[config.mk]
export PLATFORM = sky130hd
export DESIGN_NAME = seq_div_16by8
export DESIGN_NICKNAME = d
export VERILOG_FILES = /design/src/rtl/seq_div_16by8.sv
export SDC_FILE = /design/constraint.sdc
export NUM_CORES = 1
export LEC_CHECK = 0
export ABC_AREA = 0
export BUFFER_PORTS_ARGS = -buffer_cell sky130_fd_sc_hd__buf_4
export CAP_MARGIN = 20
export CORE_MARGIN = 3
export CORE_UTILIZATION = 30
export CTS_CLUSTER_SIZE = 8
export DETAILED_ROUTE_END_ITERATION = 7
export GPL_ROUTABILITY_DRIVEN = 1
export PLACE_DENSITY = 0.58
export SETUP_SLACK_MARGIN = 0.4
export SLEW_MARGIN = 0
export SYNTH_ARGS = -nofsm -noshare
export SYNTH_HDL_FRONTEND = slang
export SYNTH_SLANG_ARGS = --single-unit
export TNS_END_PERCENT = 50
[constraint.sdc]
create_clock -name clk -period 2.3 [get_ports clk]
set_input_delay 0.115 -clock clk [delete_from_list [all_inputs] [get_ports clk]]
set_output_delay 0.115 -clock clk [all_outputs]
set_load 0.01 [all_outputs]
[src/rtl/seq_div_16by8.sv]
// Restoring divider: 2*WIDTH-bit dividend / WIDTH-bit divisor, one quotient bit per clock.
// Latency WIDTH edges (1 for div-by-zero/overflow); result held in DONE until out_ready.
module seq_div_16by8 #(
   parameter int WIDTH = 8
) (
   input  logic                 clk,
   input  logic                 rst_n,
   input  logic                 in_valid,
   output logic                 in_ready,
   input  logic [2*WIDTH-1:0]   dividend,
   input  logic [WIDTH-1:0]     divisor,
   output logic                 out_valid,
   input  logic                 out_ready,
   output logic [WIDTH-1:0]     quotient,
   output logic [WIDTH-1:0]     remainder,
   output logic                 ovf,
   output logic                 dbz,
   output logic                 busy
);

   localparam int CW = (WIDTH > 1) ? $clog2(WIDTH) : 1;

   typedef enum logic [1:0] {
      IDLE = 2'd0,
      CALC = 2'd1,
      DONE = 2'd2
   } state_t;

   state_t            state, state_nxt;
   logic [CW-1:0]     cnt;
   logic [WIDTH-1:0]  r_q;
   logic [WIDTH-1:0]  q_q;
   logic [WIDTH-1:0]  div_q;

   logic              accept;
   logic              is_dbz;
   logic              is_ovf;
   logic              last_iter;
   logic [WIDTH:0]    r_shift;
   logic [WIDTH:0]    trial;
   logic [WIDTH-1:0]  r_nxt;
   logic [WIDTH-1:0]  q_nxt;

   assign in_ready  = (state == IDLE);
   assign out_valid = (state == DONE);
   assign busy      = (state != IDLE);

   assign accept    = in_valid & in_ready;
   assign is_dbz    = (divisor == '0);
   assign is_ovf    = (dividend[2*WIDTH-1:WIDTH] >= divisor);
   assign last_iter = (state == CALC) && (cnt == CW'(WIDTH - 1));

   // Partial remainder stays below the divisor, so WIDTH bits hold it; the shifted
   // value needs one extra bit and the trial subtraction's MSB acts as the borrow.
   always_comb begin
      r_shift = {r_q, q_q[WIDTH-1]};
      trial   = r_shift - {1'b0, div_q};
      r_nxt   = trial[WIDTH] ? r_shift[WIDTH-1:0] : trial[WIDTH-1:0];
      q_nxt   = {q_q[WIDTH-2:0], ~trial[WIDTH]};
   end

   always_ff @(posedge clk or negedge rst_n) begin
      if (!rst_n) state <= IDLE;
      else        state <= state_nxt;
   end

   always_comb begin
      state_nxt = state;
      case (state)
         IDLE: begin
            if (accept) state_nxt = (is_dbz || is_ovf) ? DONE : CALC;
         end
         CALC: begin
            if (last_iter) state_nxt = DONE;
         end
         DONE: begin
            if (out_ready) state_nxt = IDLE;
         end
         default: state_nxt = IDLE;
      endcase
   end

   always_ff @(posedge clk or negedge rst_n) begin
      if (!rst_n) begin
         cnt       <= '0;
         r_q       <= '0;
         q_q       <= '0;
         div_q     <= '0;
         quotient  <= '0;
         remainder <= '0;
         ovf       <= 1'b0;
         dbz       <= 1'b0;
      end else begin
         case (state)
            IDLE: begin
               if (accept) begin
                  if (is_dbz) begin
                     quotient  <= '1;
                     remainder <= dividend[WIDTH-1:0];
                     dbz       <= 1'b1;
                     ovf       <= 1'b0;
                  end else if (is_ovf) begin
                     quotient  <= '1;
                     remainder <= '0;
                     ovf       <= 1'b1;
                     dbz       <= 1'b0;
                  end else begin
                     r_q   <= dividend[2*WIDTH-1:WIDTH];
                     q_q   <= dividend[WIDTH-1:0];
                     div_q <= divisor;
                     cnt   <= '0;
                     ovf   <= 1'b0;
                     dbz   <= 1'b0;
                  end
               end
            end
            CALC: begin
               r_q <= r_nxt;
               q_q <= q_nxt;
               cnt <= cnt + CW'(1);
               if (last_iter) begin
                  quotient  <= q_nxt;
                  remainder <= r_nxt;
               end
            end
            default: ;
         endcase
      end
   end

endmodule

==> results of run 1 <==
==> what timing repair did <==
action / in CTS / in global routing
hold buffers: 1 / 0
resized for setup: 2 / 30
pin swaps: 4 / 13
endpoints found under the hold margin: 47 / 0
buffers inserted: 2 / 8
cloned: 1 / 1
endpoints found under the setup margin: 27 / 40
==> per-layer routing <==
metal | share of wire (%) | vias up
li1 | - | 1179
met1 | 47 | 1187
met2 | 47 | 70
met3 | 4.8 | 11
met4 | 1.2 | 0
met5 | 0 | -
==> cells by family (layout without fill, tap and decap cells) <==
family | count (synthesis) | after routing | synth area share (%)
fa+ha+maj | 19 | 19 | 8.42
compound gates | 95 | 97 | 26.9
flops | 47 | 47 | 40.4
simple gates | 54 | 54 | 10.9
mux | 16 | 16 | 6.06
buf+inv | 45 | 122 | 7.26
==> layout make-up <==
class | instances | area share, %
Sequential cell | 47 | 30.0
Tap cell | 129 | 4.11
Timing Repair Buffer | 78 | 15.6
Inverter | 36 | 3.44
Clock inverter | 2 | 0.415
Multi-Input combinational cell | 186 | 44.3
Clock buffer | 6 | 2.10
==> state kept, by name, indices dropped and copies added (netlist names) <==
signal	count
div_q	8
q_q	8
quotient	8
r_q	8
remainder	8
cnt	3
state	2
dbz	1
ovf	1
==> worst reg2reg max path: stages, from the launching register on <==
cell,delay (ps)
dfrtp_1,430
ha_4,180
fa_2,390
nor2b_4,140
o31a_4,200
o2111a_2,320
nor4_2,80
o21ai_1,210
o221ai_1,150
==> metrics by stage <==
step | setup TNS (ps) | instances | utilization (%)
2_1_floorplan | 0 | 276 | -
3_3_place_gp | 0 | 463 | 38.2
3_5_place_dp | -1.29 | 463 | 38.2
4_1_cts | 0 | 475 | 39.8
5_1_grt | -0.155 | 484 | 42.1
6_report | 0 | 484 | 42.1
==> power groups by stage <==
| stage | registers (mW) | logic, mW | clock network [mW] |
|---|---|---|---|
| floorplan | 1.49 | 2.39 | 0 |
| global placement | 1.50 | 3.37 | 0 |
| detailed placement | 1.49 | 3.44 | 0 |
| CTS | 1.49 | 3.53 | 0.574 |
| global route | 1.57 | 4.44 | 0.610 |
| finish | 1.51 | 4.08 | 0.564 |
==> final timing paths <==
| kind | endpoint | depth (start not counted) | slack (ps) |
|---|---|---|---|
| setup / recovery | r_q[7] | 8 | 70 |
| hold / removal | div_q[0] | 2 | 50 |
| setup reg to reg | r_q[7] | 8 | 70 |
| hold reg to reg | ovf | 1 | 500 |
| max in group asynchronous | state[1] | 2 | 1500 |
| min in group asynchronous | cnt[1] | 2 | 360 |
==> layout by cell type (no fill, tap or decap), types with 2 or more instances in the layout <==
cell       instances
a21o_1             9
o211a_1            2
mux2_2             6
nor2_1             7
o21ai_1           11
or3_1              2
o221ai_2           7
a22o_1             2
a21oi_1            5
a22oi_1            9
mux2i_1            6
mux2_1             3
clkbuf_8           6
dfrtp_1           46
nand2_1           12
ha_1              14
nand2b_1           7
nor3_1             3
o221a_2            5
a2111o_1           2
o2111a_2           2
o21ai_2            3
buf_6              3
a2bb2oi_2          2
a2bb2oi_1          6
a21oi_2            4
buf_4             73
o21ai_4            3
o21a_1             3
nor2b_1            4
o21ai_0           11
nor4_1             3
ha_4               4
inv_1             34
inv_2              2
nand4_1            2
==> qor.csv, run 1 <==
stage,metric,value,unit
status,status,"complete, no violations",
synthesis,synth_ff_type,dfrtp_1,
route,wirelength,8210,um
synthesis,synthesis.area,0.00291,mm^2
clocking,ctsLongestPathBuffers,2,
synthesis,synth-async-reset-ratio,100,%
sta,rsz0062_at_grt,true,
synthesis,netlist_instances,276,
sta,fmax,0.449,GHz
power_and_ir_drop,seq_power_share,24.6,%
clocking,clk_pin_slew,100,ps
final_layout,areaGrowthSynthToFinish,34.8,%
min_path,worstHoldStart,divisor[0],
final_layout,fin_nets,401,
route,drt-vias-per-instance,5.06,
clocking,clock_sinks,47,
setup_path,path_buf_inv,0,
sta,worstMarginPinSlew,630,ps
setup_path,cp_slowest_cell,dfrtp_1,
floorplan,core,0.00933,mm^2
sta,fin_skew,5.93,ps
min_path,hold_path.class,input pin to flop,
setup_path,critPathTopFamily,compound AO/OA/AOI/OAI gates,
setup_path,cp-startpoint,div_q[0],
global_routing,grt_max_degree,48,
setup_path,cp_max_fo,8,
synthesis,synth_edf_count,0,
clocking,clk_latency,310,ps
global_routing,grt_use_met2,23.4,%
power_and_ir_drop,p_leak,1.81,nW
floorplan,initial_core_util,31.2,%
route,drt_pass1_iterations,4,
floorplan,num_rows,35,
synthesis,yosys.area.top_type,dfrtp_1,
route,wl_per_cell,17.0,um
global_routing,busiest_layer,met2,
clocking,cts_buffers,5,
setup_path,required,2480,ps
final_layout,diodes,0,
synthesis,ys_top_cells_by_count,"dfrtp_1, inv_1, ha_1",
synthesis,syn_nets,323,
synthesis,yosys_register_bits,47,
sta,fin_crit_sh,96.8,%
sta,layout_min_cycle_time,2230,ps
setup_path,start_kind,flop,
synthesis,seq_area_frac_synth,40.4,%
floorplan,chipWidth,105,um
placement,gp_congestion,0.902,
setup_path,end_kind,flop,
route,dr.first_iter.drc_count,76,
clocking,cts-htree-levels,2,
power_and_ir_drop,p_int,3.50,mW
global_routing,grt_pass1_vias,2545,
global_routing,grt.overflow.total,0,
sta,hold_ws,51.9,ps
final_layout,finalInstanceArea,0.00392,mm^2
sta,setup_viol,0,
route,drc_errors,0,
setup_path,worstSetupPathType,flop to flop,
global_routing,grt_pass1_wl,13200,um
floorplan,die_height,105,um
route,route.vias.total,2447,
synthesis,synth_most_common_cell,dfrtp_1,
sta,final.setup.worst_slack,72.5,ps
sta,relSlewSlack,58.0,%
synthesis,yosys-top-cells-area,"dfrtp_1, ha_1, inv_1, o221ai_2, a22oi_1",
placement,hpwl,6000,um
synthesis,yosys_warnings,0,
power_and_ir_drop,cellPowerDensity,1570,mW/mm^2
power_and_ir_drop,switching_share,43.2,%
floorplan,die-area,0.0109,mm^2
setup_path,crit_path_max_incr_delay,430,ps
placement,placed_area,0.00357,mm^2
power_and_ir_drop,ir_drop,0.000554,V
synthesis,ys_types,49,
synthesis,synth.avg_cell_area,10.5,um^2
clocking,cts_tree,built,
job,max_cap_violations,0,
setup_path,path_cells,"ha_4, fa_2, nor2b_4, o31a_4, o2111a_2, nor4_2, o21ai_1, o221ai_1",
power_and_ir_drop,total_power,6.15,mW
clocking,cts-root-buf,clkbuf_8,
final_layout,register_area,0.00118,mm^2
power_and_ir_drop,switchingPower,2.66,mW
route,ant_nets,0,
setup_path,crit_arrival,2410,ps
setup_path,r2r-start,div_q[0],
placement,port_buffers,48,
final_layout,nFillCells,909,
synthesis,synth_top_area_share,40.4,%
sta,hold_violations,0,
power_and_ir_drop,power_frac_clock,9.2,%
sta,drv_slew,0,
floorplan,io_pins,49,
global_routing,grt_use_met1,21.2,%
global_routing,antenna_found_initial,0,
placement,place_ws,-1.29,ps
power_and_ir_drop,comb_power_share,66.3,%
global_routing,gr-usage-met3,2.73,%
global_routing,track_usage,15.0,%
final_layout,multi_input_area,0.00174,mm^2
final_layout,drive_gt1_share,40.8,%
Note: power is estimated with default switching activity, not from simulation.
==> run 2, diff against run 1 <==
==> constraint.sdc (replaced) <==
create_clock -name clk -period 2.3 [get_ports clk]
set_input_delay 0.46 -clock clk [delete_from_list [all_inputs] [get_ports clk]]
set_output_delay 0.46 -clock clk [all_outputs]
set_load 0.01 [all_outputs]
==> qor.csv, run 2 (same netlist as run 1, synthesis figures left out) <==
stage,metric,value,unit,change
power_and_ir_drop,comb_power_share,68.5,%,+2.2 points
power_and_ir_drop,cellPowerDensity,1520,mW/mm^2,-3.1%
sta,relSlewSlack,59.4,%,+1.4 points
final_layout,nFillCells,863,,-5.1%
power_and_ir_drop,switching_share,42.0,%,-1.1 points
clocking,cts_tree,built,,
final_layout,final_cell_mix,"buf_4, dfrtp_1, inv_1, ha_1, o21ai_2",,
placement,hpwl,6080,um,+1.3%
clocking,clk_pin_slew,100,ps,about the same
final_layout,fin_nets,419,,+4.5%
floorplan,die_height,105,um,unchanged
final_layout,areaGrowthSynthToFinish,46.1,%,
floorplan,initial_core_util,31.2,%,unchanged
final_layout,utilization,45.6,%,+3.5 points
status,status,finished with violations,,
status,violations,negative setup slack,,
sta,fin_skew,16.4,ps,+10.5 ps
min_path,hold_path.class,input pin to asynchronous set/reset pin,,
clocking,clock_sinks,47,,unchanged
clocking,cts_buffers,5,,unchanged
power_and_ir_drop,p_int,3.75,mW,+7.2%
global_routing,antenna_found_initial,0,,unchanged
route,ant_nets,0,,unchanged
power_and_ir_drop,switchingPower,2.72,mW,+2.3%
global_routing,track_usage,14.5,%,-0.47 points
power_and_ir_drop,ir_drop,0.000604,V,+9.1%
floorplan,io_pins,49,,unchanged
setup_path,start_kind,flop,,
clocking,ctsLongestPathBuffers,2,,unchanged
sta,hold_violations,0,,unchanged
final_layout,drive_gt1_share,48.8,%,+7.9 points
clocking,cts-root-buf,clkbuf_8,,
sta,setup_viol,5,,+5
clocking,clk_latency,310,ps,about the same
sta,final.setup.worst_slack,-45.5,ps,-118 ps
floorplan,chipWidth,105,um,unchanged
setup_path,path_cells,"ha_4, fa_2, nor2b_4, o31a_4, o2111a_2, buf_4, o21ai_4, mux2_2",,
route,drt_pass1_iterations,4,,unchanged
route,drt-vias-per-instance,4.85,,-4.0%
route,route.vias.total,2436,,-0.45%
power_and_ir_drop,total_power,6.47,mW,+5.1%
sta,fmax,0.426,GHz,-5.0%
setup_path,required,2490,ps,about the same
sta,layout_min_cycle_time,2350,ps,+118 ps
sta,hold_ws,144,ps,+92.2 ps
job,max_cap_violations,0,,unchanged
placement,port_buffers,48,,unchanged
route,wirelength,8000,um,-2.5%
setup_path,crit_path_max_incr_delay,430,ps,about the same
global_routing,grt_max_degree,48,,unchanged
setup_path,worstSetupPathType,flop to flop,,
placement,placed_cells,488,,+5.4%
setup_path,end_kind,flop,,
final_layout,final_common_cell,buf_4,,
floorplan,die-area,0.0109,mm^2,unchanged
sta,worstMarginPinSlew,609,ps,-21.4 ps
global_routing,grt.overflow.total,0,,unchanged
global_routing,grt_pass1_vias,2540,,-0.20%
power_and_ir_drop,p_leak,1.98,nW,+9.4%
setup_path,cp_max_fo,8,,unchanged
sta,drv_slew,0,,unchanged
route,wl_per_cell,15.9,um,-6.0%
floorplan,num_rows,35,,unchanged
placement,gp_congestion,0.804,,-11%
clocking,cts-htree-levels,2,,unchanged
route,dr.first_iter.drc_count,51,,-33%
floorplan,core,0.00933,mm^2,unchanged
sta,rsz0062_at_grt,true,,
sta,fin_crit_sh,102,%,+5.1 points
power_and_ir_drop,seq_power_share,23.1,%,-1.5 points
setup_path,crit_arrival,2540,ps,+130 ps
power_and_ir_drop,power_frac_clock,8.4,%,-0.8 points
route,drc_errors,0,,unchanged
setup_path,cp_slowest_cell,dfrtp_1,,
global_routing,grt_pass1_wl,12900,um,-2.3%
final_layout,diodes,0,,unchanged
final_layout,final_cells,502,,+3.7%
run 2: what timing repair did:
item	CTS	global route
resized for setup	41	28
hold buffers	0	0
pin swaps	15	23
endpoints found under the setup margin	41	43
setup buffers	3	2
cloned	0	1
run 2: layout make-up:
cell class	instances	area (um^2)	share of cell area, %
clock buffers	6	82.6	1.94
multi-input cells	184	1840	43.3
flip-flops and latches	47	1180	27.6
inverters	36	148	3.47
well taps	129	161	3.79
repair buffers	98	830	19.5
clock inverters	2	16.3	0.382
run 2: critical path: cells and delay by family (launching register included):
kind | cells | cell delay (ps)
AO/OA/AOI/OAI | 3 | 630
flip-flops | 1 | 430
multiplexers | 1 | 270
AND/OR/NAND/NOR | 1 | 150
adder cells (fa/ha/maj) | 2 | 560
buffers and inverters | 1 | 180
run 2: per-layer routing:
metal / share of wire, % / track usage, %
met2: 51 / 24.5
met5: 0 / 0
met3: 3.3 / 2.73
met4: 1.4 / 4.46
met1: 44 / 18.8
run 2: worst paths after layout:
kind	from	endpoint	slack [ps]	cells past startpoint
max	div_q[0]	quotient[0]	-50	8
min	rst_n	q_q[1]	140	1
max reg2reg	div_q[0]	quotient[0]	-50	8
min reg2reg	cnt[0]	cnt[0]	490	1
max in group asynchronous	rst_n	r_q[3]	1720	1
min in group clk	dividend[2]	q_q[2]	440	2
run 2: power by group through the flow:
stage	logic [mW]	clock network [mW]	registers (mW)
after floorplan	2.29	0	1.48
after global placement	3.53	0	1.47
after detailed placement	3.59	0	1.47
after CTS	3.94	0.556	1.48
after global routing	4.82	0.592	1.55
final	4.43	0.540	1.50
run 2: metrics by stage:
stage	cell area [um^2]	TNS [ps]	setup WS (ps)
global route	4250	-1330	-117
finish	4250	-162	-45.5
floorplan	2970	0	121
CTS	4060	-23.0	-11.7
global placement	3770	-1590	-135
detailed placement	3770	-3020	-141
==> run 3, diff against run 2 <==
TNS_END_PERCENT = not set   (was 50)
==> qor.csv, run 3 (same netlist as run 1, synthesis figures left out) <==
stage,metric,value,unit,change
status,status,"complete, no violations",,
route,ant_nets,0,,unchanged
sta,drv_slew,0,,unchanged
route,dr.first_iter.drc_count,89,,+75%
job,max_cap_violations,0,,unchanged
placement,port_buffers,48,,unchanged
route,wl_per_cell,16.6,um,+4.3%
clocking,cts-htree-levels,2,,unchanged
global_routing,grt_pass1_wl,13800,um,+6.5%
final_layout,final_common_cell,buf_4,,
power_and_ir_drop,cellPowerDensity,1560,mW/mm^2,+2.9%
final_layout,areaGrowthSynthToFinish,48.9,%,
global_routing,grt_max_degree,48,,unchanged
setup_path,r2r_cells,10,,+2
setup_path,path_buf_inv,2,,+1
placement,hpwl,6080,um,about the same
final_layout,drive_gt1_share,49.6,%,+0.81 points
setup_path,path_cells,"ha_4, fa_2, nor2b_4, o31a_4, o21ai_4, buf_4, nor4_4, o21ai_2, buf_4, a2bb2oi_1",,
floorplan,die-area,0.0109,mm^2,unchanged
floorplan,initial_core_util,31.2,%,unchanged
global_routing,grt_pass1_vias,2663,,+4.8%
global_routing,antenna_found_initial,0,,unchanged
sta,setup_viol,0,,-5
final_layout,final_cells,506,,+0.80%
clocking,clk_pin_slew,90,ps,about the same
setup_path,critPathTopFamily,compound AO/OA/AOI/OAI gates,,
setup_path,worstSetupPathType,flop to flop,,
sta,worstMarginPinSlew,608,ps,-0.783 ps
sta,hold_ws,162,ps,+17.7 ps
route,route.vias.total,2503,,+2.8%
route,drc_errors,0,,unchanged
setup_path,cp_slowest_cell,dfrtp_1,,
global_routing,track_usage,15.5,%,+0.94 points
floorplan,io_pins,49,,unchanged
setup_path,crit_top_cell,buf_4,,
sta,fin_setup_tns,0,ps,+162 ps
final_layout,diodes,0,,unchanged
sta,fmax,0.440,GHz,+3.2%
placement,gp_congestion,0.769,,-4.3%
floorplan,chipWidth,105,um,unchanged
setup_path,critical_path_depth,10,,+2
setup_path,crit_arrival,2500,ps,-40 ps
sta,rsz0062_at_grt,true,,
clocking,clk_latency,300,ps,about the same
final_layout,fin_nets,423,,+0.95%
final_layout,multi_input_area,0.00187,mm^2,+1.6%
sta,fin_skew,4.43,ps,-12.0 ps
clocking,cts-root-buf,clkbuf_8,,
global_routing,grt.overflow.total,0,,unchanged
min_path,hold_path.class,input pin to asynchronous set/reset pin,,
sta,relSlewSlack,59.5,%,about the same
clocking,cts_buffers,5,,unchanged
setup_path,cp_max_fo,7,,-1
route,drt-vias-per-instance,4.95,,+1.9%
power_and_ir_drop,p_leak,2.00,nW,+0.89%
floorplan,die_height,105,um,unchanged
clocking,clock_sinks,47,,unchanged
sta,fin_crit_sh,98.8,%,-3.2 points
floorplan,num_rows,35,,unchanged
clocking,ctsLongestPathBuffers,2,,unchanged
placement,placed_cells,480,,-1.6%
placement,place_ws,-137,ps,+4.52 ps
setup_path,start_kind,flop,,
sta,layout_min_cycle_time,2270,ps,-72.8 ps
setup_path,crit_path_max_incr_delay,420,ps,about the same
route,wirelength,8420,um,+5.1%
route,drt_pass1_iterations,4,,unchanged
floorplan,core,0.00933,mm^2,unchanged
clocking,cts_tree,built,,
power_and_ir_drop,ir_drop,0.000690,V,+14%
final_layout,nFillCells,872,,+1.0%
final_layout,register_area,0.00118,mm^2,unchanged
sta,hold_violations,0,,unchanged
setup_path,required,2530,ps,+40 ps
final_layout,final_cell_mix,"buf_4, dfrtp_1, inv_1, ha_1",,
setup_path,end_kind,flop,,
sta,final.setup.worst_slack,27.3,ps,+72.8 ps
[run 3: cell types whose count changed in the layout (fill, tap and decap cells not counted), moves of 3 or more]
cell | previous run | this run
buf_6 | 5 | 9
o21ai_1 | 4 | 9
a21oi_1 | 7 | 4
o21ai_2 | 12 | 9
a21oi_2 | 2 | 5
[run 3: report_power, final]
group          internal, mW  switching, mW
Clock                 0.213          0.285
Sequential             1.22          0.307
Combinational          2.51           2.25
Total                  3.94           2.84
[run 3: per-stage QoR]
stage          total power, mW  instance area [um^2]  utilization (%)
2_1_floorplan             3.96                  3050                -
3_3_place_gp              5.15                  3770             40.4
3_5_place_dp              5.20                  3770             40.4
4_1_cts                   6.52                  4200             45.0
5_1_grt                   7.29                  4330             46.5
6_report                  6.78                  4330             46.5
[run 3: cell type report]
| type | instances | area share (%) |
|---|---|---|
| multi-input cells | 185 | 43.1 |
| flip-flops and latches | 47 | 27.1 |
| repair buffers | 101 | 20.6 |
| well taps | 129 | 3.72 |
| inverters | 36 | 3.41 |
| clock buffers | 6 | 1.67 |
| clock inverters | 2 | 0.289 |
[run 3: what timing repair did]
action | CTS | global route
gates resized for setup | 43 | 22
buffers inserted | 10 | 4
hold buffers | 0 | 0
pin swaps | 15 | 24
setup endpoints to repair | 42 | 45
gates cloned | 4 | 0
[run 3: worst paths after layout]
| kind | end | start | slack, ps |
|---|---|---|---|
| min | quotient[7] | rst_n | 160 |
| min reg2reg | ovf | ovf | 490 |
| max in group asynchronous | remainder[1] | rst_n | 1720 |
| min in group clk | state[1] | out_ready | 440 |
| max | remainder[2] | div_q[0] | 30 |
| max reg2reg | remainder[2] | div_q[0] | 30 |
[run 3: worst reg2reg max path, delay by kind of cell (launching register included)]
kind            cells  cell delay (ps)
flops               1              420
buf+inv             2              300
fa+ha+maj           2              540
simple gates        2              380
compound gates      4              550
[run 3: metal layers]
layer,share of wire [%],track usage (%)
met1,45,19.9
met2,52,27.1
met3,2.8,2.98
met4,0.72,2.85
met5,0,0
